==> src/rtl/snake_query_arbiter_if.sv <==
// Bundle between the query arbiter, its three requesters, the collision checker and the body updater.
// The arbiter connects through the slave modport. The requester/checker side connects through master.
interface snake_query_arbiter_if #(
   parameter int COORD_W = 6
);
   logic [2:0]           req;
   logic [3*COORD_W-1:0] qx;
   logic [3*COORD_W-1:0] qy;
   logic [2:0]           gnt;
   logic [2:0]           rsp_valid;
   logic                 rsp_hit;
   logic [COORD_W-1:0]   inq_x;
   logic [COORD_W-1:0]   inq_y;
   logic                 inq_answer;
   logic                 body_busy;
   logic                 inq_busy;

   modport master (
      output req, qx, qy, inq_answer, body_busy,
      input  gnt, rsp_valid, rsp_hit, inq_x, inq_y, inq_busy
   );

   modport slave (
      input  req, qx, qy, inq_answer, body_busy,
      output gnt, rsp_valid, rsp_hit, inq_x, inq_y, inq_busy
   );
endinterface

==> src/rtl/snake_query_arbiter.sv <==
// Shares the single collision checker between move, food and render requesters.
// Move has fixed priority; food and render alternate. Body updates are held off while a query is in flight.
//
// state | meaning
// IDLE  | no query in flight; may grant one requester and load checker coordinates
// EVAL  | checker settling on inq_x/inq_y; answer is captured and returned to the owner
module snake_query_arbiter #(
   parameter int COORD_W = 6
) (
   input  logic                  clk,
   input  logic                  rst_n,
   snake_query_arbiter_if.slave  bus
);

   typedef enum logic {IDLE, EVAL} state_t;

   state_t               state_q, state_d;
   logic [2:0]           gnt_q, gnt_d;
   logic [2:0]           rsp_valid_q, rsp_valid_d;
   logic                 rsp_hit_q, rsp_hit_d;
   logic [COORD_W-1:0]   inq_x_q, inq_x_d;
   logic [COORD_W-1:0]   inq_y_q, inq_y_d;
   logic [1:0]           owner_q, owner_d;
   logic                 rr_render_q, rr_render_d;
   logic [1:0]           win;

   always_ff @(posedge clk or negedge rst_n) begin
      if (!rst_n) begin
         state_q     <= IDLE;
         gnt_q       <= 3'b000;
         rsp_valid_q <= 3'b000;
         rsp_hit_q   <= 1'b0;
         inq_x_q     <= '0;
         inq_y_q     <= '0;
         owner_q     <= 2'd0;
         rr_render_q <= 1'b0;
      end else begin
         state_q     <= state_d;
         gnt_q       <= gnt_d;
         rsp_valid_q <= rsp_valid_d;
         rsp_hit_q   <= rsp_hit_d;
         inq_x_q     <= inq_x_d;
         inq_y_q     <= inq_y_d;
         owner_q     <= owner_d;
         rr_render_q <= rr_render_d;
      end
   end

   // Move always wins. Between food and render, the rr pointer breaks the tie.
   always_comb begin
      win = 2'd0;
      if (bus.req[0])                      win = 2'd0;
      else if (bus.req[1] && bus.req[2])   win = rr_render_q ? 2'd2 : 2'd1;
      else if (bus.req[1])                 win = 2'd1;
      else if (bus.req[2])                 win = 2'd2;
   end

   always_comb begin
      state_d     = state_q;
      gnt_d       = 3'b000;
      rsp_valid_d = 3'b000;
      rsp_hit_d   = rsp_hit_q;
      inq_x_d     = inq_x_q;
      inq_y_d     = inq_y_q;
      owner_d     = owner_q;
      rr_render_d = rr_render_q;
      case (state_q)
         IDLE: begin
            if (!bus.body_busy && (bus.req != 3'b000)) begin
               case (win)
                  2'd1: begin
                     inq_x_d = bus.qx[COORD_W +: COORD_W];
                     inq_y_d = bus.qy[COORD_W +: COORD_W];
                     gnt_d   = 3'b010;
                  end
                  2'd2: begin
                     inq_x_d = bus.qx[2*COORD_W +: COORD_W];
                     inq_y_d = bus.qy[2*COORD_W +: COORD_W];
                     gnt_d   = 3'b100;
                  end
                  default: begin
                     inq_x_d = bus.qx[0 +: COORD_W];
                     inq_y_d = bus.qy[0 +: COORD_W];
                     gnt_d   = 3'b001;
                  end
               endcase
               if (win != 2'd0) rr_render_d = (win == 2'd1);
               owner_d = win;
               state_d = EVAL;
            end
         end
         EVAL: begin
            rsp_hit_d = bus.inq_answer;
            case (owner_q)
               2'd1:    rsp_valid_d = 3'b010;
               2'd2:    rsp_valid_d = 3'b100;
               default: rsp_valid_d = 3'b001;
            endcase
            state_d = IDLE;
         end
         default: state_d = IDLE;
      endcase
   end

   assign bus.gnt       = gnt_q;
   assign bus.rsp_valid = rsp_valid_q;
   assign bus.rsp_hit   = rsp_hit_q;
   assign bus.inq_x     = inq_x_q;
   assign bus.inq_y     = inq_y_q;
   assign bus.inq_busy  = (state_q == EVAL);

endmodule

==> src/flat_wrapper.sv <==
// flat-port wrapper written by rule: the top's interface ports become plain ports
module snake_query_arbiter_flat 
#(
   parameter int COORD_W = 6
)
  (clk, rst_n, bus_req, bus_qx, bus_qy, bus_inq_answer, bus_body_busy, bus_gnt, bus_rsp_valid, bus_rsp_hit, bus_inq_x, bus_inq_y, bus_inq_busy);
  snake_query_arbiter_if #(.COORD_W(COORD_W)) bus_i ();
  input  logic clk;
  input  logic rst_n;
  input wire logic [$bits(bus_i.req)-1:0] bus_req;
  input wire logic [$bits(bus_i.qx)-1:0] bus_qx;
  input wire logic [$bits(bus_i.qy)-1:0] bus_qy;
  input wire logic [$bits(bus_i.inq_answer)-1:0] bus_inq_answer;
  input wire logic [$bits(bus_i.body_busy)-1:0] bus_body_busy;
  output wire logic [$bits(bus_i.gnt)-1:0] bus_gnt;
  output wire logic [$bits(bus_i.rsp_valid)-1:0] bus_rsp_valid;
  output wire logic [$bits(bus_i.rsp_hit)-1:0] bus_rsp_hit;
  output wire logic [$bits(bus_i.inq_x)-1:0] bus_inq_x;
  output wire logic [$bits(bus_i.inq_y)-1:0] bus_inq_y;
  output wire logic [$bits(bus_i.inq_busy)-1:0] bus_inq_busy;
  assign bus_i.req = bus_req;
  assign bus_i.qx = bus_qx;
  assign bus_i.qy = bus_qy;
  assign bus_i.inq_answer = bus_inq_answer;
  assign bus_i.body_busy = bus_body_busy;
  assign bus_gnt = bus_i.gnt;
  assign bus_rsp_valid = bus_i.rsp_valid;
  assign bus_rsp_hit = bus_i.rsp_hit;
  assign bus_inq_x = bus_i.inq_x;
  assign bus_inq_y = bus_i.inq_y;
  assign bus_inq_busy = bus_i.inq_busy;
  snake_query_arbiter #(.COORD_W(COORD_W)) u_core (.clk(clk), .rst_n(rst_n), .bus(bus_i));
endmodule
==> config.mk <==
export PLATFORM = sky130hd
export DESIGN_NAME = snake_query_arbiter_flat
export DESIGN_NICKNAME = d
export VERILOG_FILES = /design/src/rtl/snake_query_arbiter_if.sv /design/src/rtl/snake_query_arbiter.sv /design/src/flat_wrapper.sv
export SDC_FILE = /design/constraint.sdc
export NUM_CORES = 1
export LEC_CHECK = 0
export ABC_CLOCK_PERIOD_IN_PS = 1950
export CORE_MARGIN = 4
export CORE_UTILIZATION = 35
export DETAILED_ROUTE_END_ITERATION = 12
export GPL_TIMING_DRIVEN = 0
export PLACE_DENSITY = 0.75
export SLEW_MARGIN = 20
export SYNTH_ARGS = -nofsm -noshare
export SYNTH_HDL_FRONTEND = slang
export SYNTH_SLANG_ARGS = --single-unit
==> constraint.sdc <==
create_clock -name clk -period 1.95 [get_ports clk]
set_clock_uncertainty 0.1 [all_clocks]
set_input_delay 0.39 -clock clk [delete_from_list [all_inputs] [get_ports clk]]
set_output_delay 0.39 -clock clk [all_outputs]
set_load 0.02 [all_outputs]
==> impl_metrics.yaml <==
status:
  run_status: "complete, no violations"
route:
  drt-vias-per-instance: 4.65
  dr.pass1.iters: 4
  violation_count_after_the_first_detailed_route_iteration: 35
  drc_errors: 0
  drt-total-wl_mm: 3.11
  via_count: 1023
  route.detailed.wl_per_inst_um: 14.1
  antenna_left: 0
run:
  maxCapViolations: 0
synth:
  register_area_share_after_synthesis_pct: 47.8
  synth.top_cells.by_area: "sky130_fd_sc_hd__dfrtp_1, sky130_fd_sc_hd__mux2_4, sky130_fd_sc_hd__a22oi_1, sky130_fd_sc_hd__mux2_2, sky130_fd_sc_hd__ha_1"
  postSynthRegisterBits: 23
  synth_ff_type: "sky130_fd_sc_hd__dfrtp_1"
  synth.cell_area_um2: 1200
  yosys_warnings: 0
  synthesis.nets: 154
  synthArstFlopShare_pct: 100
  synth.distinct_cells: 20
  synth_area_in_simple_gates_pct: 10.3
  synth_compound_area_share_pct: 14.5
  syn_inst: 106
  yosysMostFrequentCell: "sky130_fd_sc_hd__dfrtp_1"
  netlist_top_cells_count: "sky130_fd_sc_hd__dfrtp_1, sky130_fd_sc_hd__nor2_1, sky130_fd_sc_hd__a21oi_1, sky130_fd_sc_hd__a22oi_1, sky130_fd_sc_hd__mux2_2"
  synth_area_leader_cell: "sky130_fd_sc_hd__dfrtp_1"
  synth_fa_ha_area_share_pct: 5.19
  synthDominantCellAreaShare_pct: 47.8
  yosys-mux-area-fraction_pct: 16.2
  synth_enable_flop_cells: 0
  area_share_of_xor_xnor_cells_in_the_synthesized_design_pct: 0
  avgSynthCellArea_um2: 11.4
  main_combinational_cell_family_by_area_after_synthesis: "multiplexers"
timing:
  relSlewSlack_pct: 67.1
  tightest_slew_ps: 494
  finalHoldViolCount: 0
  setup_tns_ps: 0
  report.final.setup_viol: 0
  timing.final.crit_share_pct: 97.0
  fmax_mhz: 529
  min_period_ps: 1890
  timing_max_transition_violations_final: 0
critical_path:
  cp.arrival_ps: 1990
  cp.required_ps: 2050
  cpMostUsedCell: "sky130_fd_sc_hd__buf_4"
  crit_chain: "dlygate4sd2_1, inv_1, o211ai_1, buf_4, ha_1, buf_4, a22oi_2, a21oi_2, mux2_4"
  cp_max_fo: 10
  setup.worst_path.start_class: "primary input"
  timing.critical_path.slowest_stage_cell: "sky130_fd_sc_hd__dlygate4sd2_1"
  worst_path_largest_cell_delay_ps: 300
  end_kind: "register"
  timing.setup.critical_path_class: "in2reg"
  worstRegToRegCells: 7
layout:
  insertedDiodeCount: 0
  finish.net_count: 223
  post_route_cells_drive_above_1_share_pct: 27.0
  area_growth_pct: 67.8
  fillers: 290
  post_layout_nonfiller_instances: 220
power_and_ir_drop:
  leakage_nw: 0.863
  switching_share_pct: 31.8
  peakVddDrop_uv: 543
  cellInternalPower_w: 0.00103
  pwr_density_cell_nw_per_um2: 749
  portion_of_total_power_attributed_to_sequential_cells_pct: 41.2
  psw_w: 0.000481
  pwr-share-clk_pct: 14.3
  comb_power_share_pct: 44.5
placed_design:
  dp.cells: 214
  routabilityCongestion: 0.753
  place.detailed.hpwl_mm: 2.42
  buffer_ports.inserted: 62
die:
  die_h_um: 66.7
  rows: 21
  io_pins: 63
  dieArea_um2: 4450
  floorplan.die.width_um: 66.7
  placeableCoreArea_um2: 3340
  floorplan.initialDensity_pct: 36.1
clock_network:
  cts-buffers-inserted: 3
  cts-htree-levels: 1
  clock_latency_ps: 310
  clock_path_buffers: 2
  clkSlewWorstSetupHoldPaths_ps: 120
  clock_sinks: 23
  ctsRootBufferMaster: "sky130_fd_sc_hd__clkbuf_4"
  cts_tree: "done"
grt:
  globalRouteTotalUtil_pct: 13.9
  number_of_global_route_vias_before_repair: 1057
  grt_first_pass_wirelength_mm: 4.75
  grt_antenna_before_repair: 0
  globalRoute.totalOverflow: 0
  grt_max_degree: 24
hold_path:
  worstHoldPathCells: 1
  hold_path_class: "reg2reg"
==> placed cells by master, fill, tap and decap left out, types with 2 or more instances in the layout <==
cell	instances
sky130_fd_sc_hd__clkdlybuf4s50_1	57
sky130_fd_sc_hd__dfrtp_1	23
sky130_fd_sc_hd__a21oi_1	11
sky130_fd_sc_hd__nor2_1	9
sky130_fd_sc_hd__a22oi_1	9
sky130_fd_sc_hd__mux2_2	8
sky130_fd_sc_hd__mux2_4	7
sky130_fd_sc_hd__inv_1	5
sky130_fd_sc_hd__and2_2	5
sky130_fd_sc_hd__buf_4	4
sky130_fd_sc_hd__nor2_2	4
sky130_fd_sc_hd__a22oi_2	3
sky130_fd_sc_hd__ha_1	3
sky130_fd_sc_hd__clkbuf_4	3
sky130_fd_sc_hd__buf_12	2
sky130_fd_sc_hd__o21ai_0	2
sky130_fd_sc_hd__ha_4	2
sky130_fd_sc_hd__dlygate4sd2_1	2
==> cell type report <==
| cell class | count | area [um^2] | area share (%) |
|---|---|---|---|
| Clock buffer | 3 | 22.5 | 1.11 |
| Tap cell | 46 | 57.6 | 2.85 |
| Inverter | 7 | 31.3 | 1.55 |
| Clock inverter | 1 | 5.00 | 0.248 |
| Timing Repair Buffer | 66 | 661 | 32.7 |
| Sequential cell | 23 | 576 | 28.5 |
| Multi-Input combinational cell | 70 | 623 | 30.8 |
| Buffer | 4 | 46.3 | 2.29 |
==> registers in the layout, indices dropped and copies added, names as in the netlist <==
name	count
u_core.owner_q	2
u_core.rr_render_q	1
u_core.bus.inq_y	6
u_core.bus.gnt	3
u_core.bus.rsp_valid	3
u_core.bus.inq_x	6
u_core.bus.inq_busy	1
u_core.bus.rsp_hit	1
==> path summary, 6_finish.rpt <==
kind	slack, ps	start	endpoint
hold reg to reg	420	u_core.bus.inq_y[3]	u_core.bus.inq_y[3]
hold / removal	420	u_core.bus.inq_y[3]	u_core.bus.inq_y[3]
setup / recovery	60	bus_req[0]	u_core.bus.inq_y[3]
max in group asynchronous	950	rst_n	u_core.bus.inq_x[4]
min in group asynchronous	460	rst_n	u_core.bus.rsp_valid[0]
setup reg to reg	60	u_core.rr_render_q	u_core.bus.inq_y[3]
==> metal layers <==
metal / vias up / part of all wire (%) / global-route usage, %
li1: 509 / - / -
met5: - / 0 / 0
met4: 0 / 0.74 / 3.05
met3: 2 / 5.6 / 4.22
met2: 36 / 55 / 24.4
met1: 476 / 39 / 16.7
==> metrics by stage <==
step / setup WS, ps / utilization (%) / area (um^2) / power [W] / hold WS [ps]
5_1_grt: -19.1 / 60.6 / 2020 / 0.00160 / 431
4_1_cts: 5.03 / 58.9 / 1960 / 0.00151 / 427
3_3_place_gp: -703 / 56.7 / 1890 / 0.00126 / 389
6_report: 59.1 / 60.6 / 2020 / 0.00151 / 424
3_5_place_dp: -784 / 56.7 / 1890 / 0.00127 / 392
2_1_floorplan: 21.2 / - / 1210 / 0.000954 / -5.59
==> kinds of logic after synthesis <==
logic type,count (synthesis)
adders and majority gates,5
muxes,15
AOI/OAI and AO/OA,28
and+or+nand+nor,22
buffers and inverters,13
DFF,23
==> power groups by stage <==
stage / Combinational [W] / Clock [W] / Sequential [W]
finish: 0.000674 / 0.000217 / 0.000623
global route: 0.000721 / 0.000247 / 0.000636
CTS: 0.000658 / 0.000227 / 0.000623
detailed placement: 0.000638 / 0 / 0.000631
global placement: 0.000630 / 0 / 0.000628
floorplan: 0.000222 / 0 / 0.000732
==> what timing repair did <==
item                                   CTS  global route
setup endpoints to repair               16            14
pin swaps                                2             3
endpoints found under the hold margin    0            23
hold buffers                             0             1
setup buffers                            2             1
resized for setup                       12            15
==> critical path, delay by kind of cell <==
family / cells / cell delay (ps)
mux: 1 / 250
buf+inv: 4 / 750
compound gates: 3 / 360
fa+ha+maj: 1 / 240
Note: power is estimated with default switching activity, not from simulation.
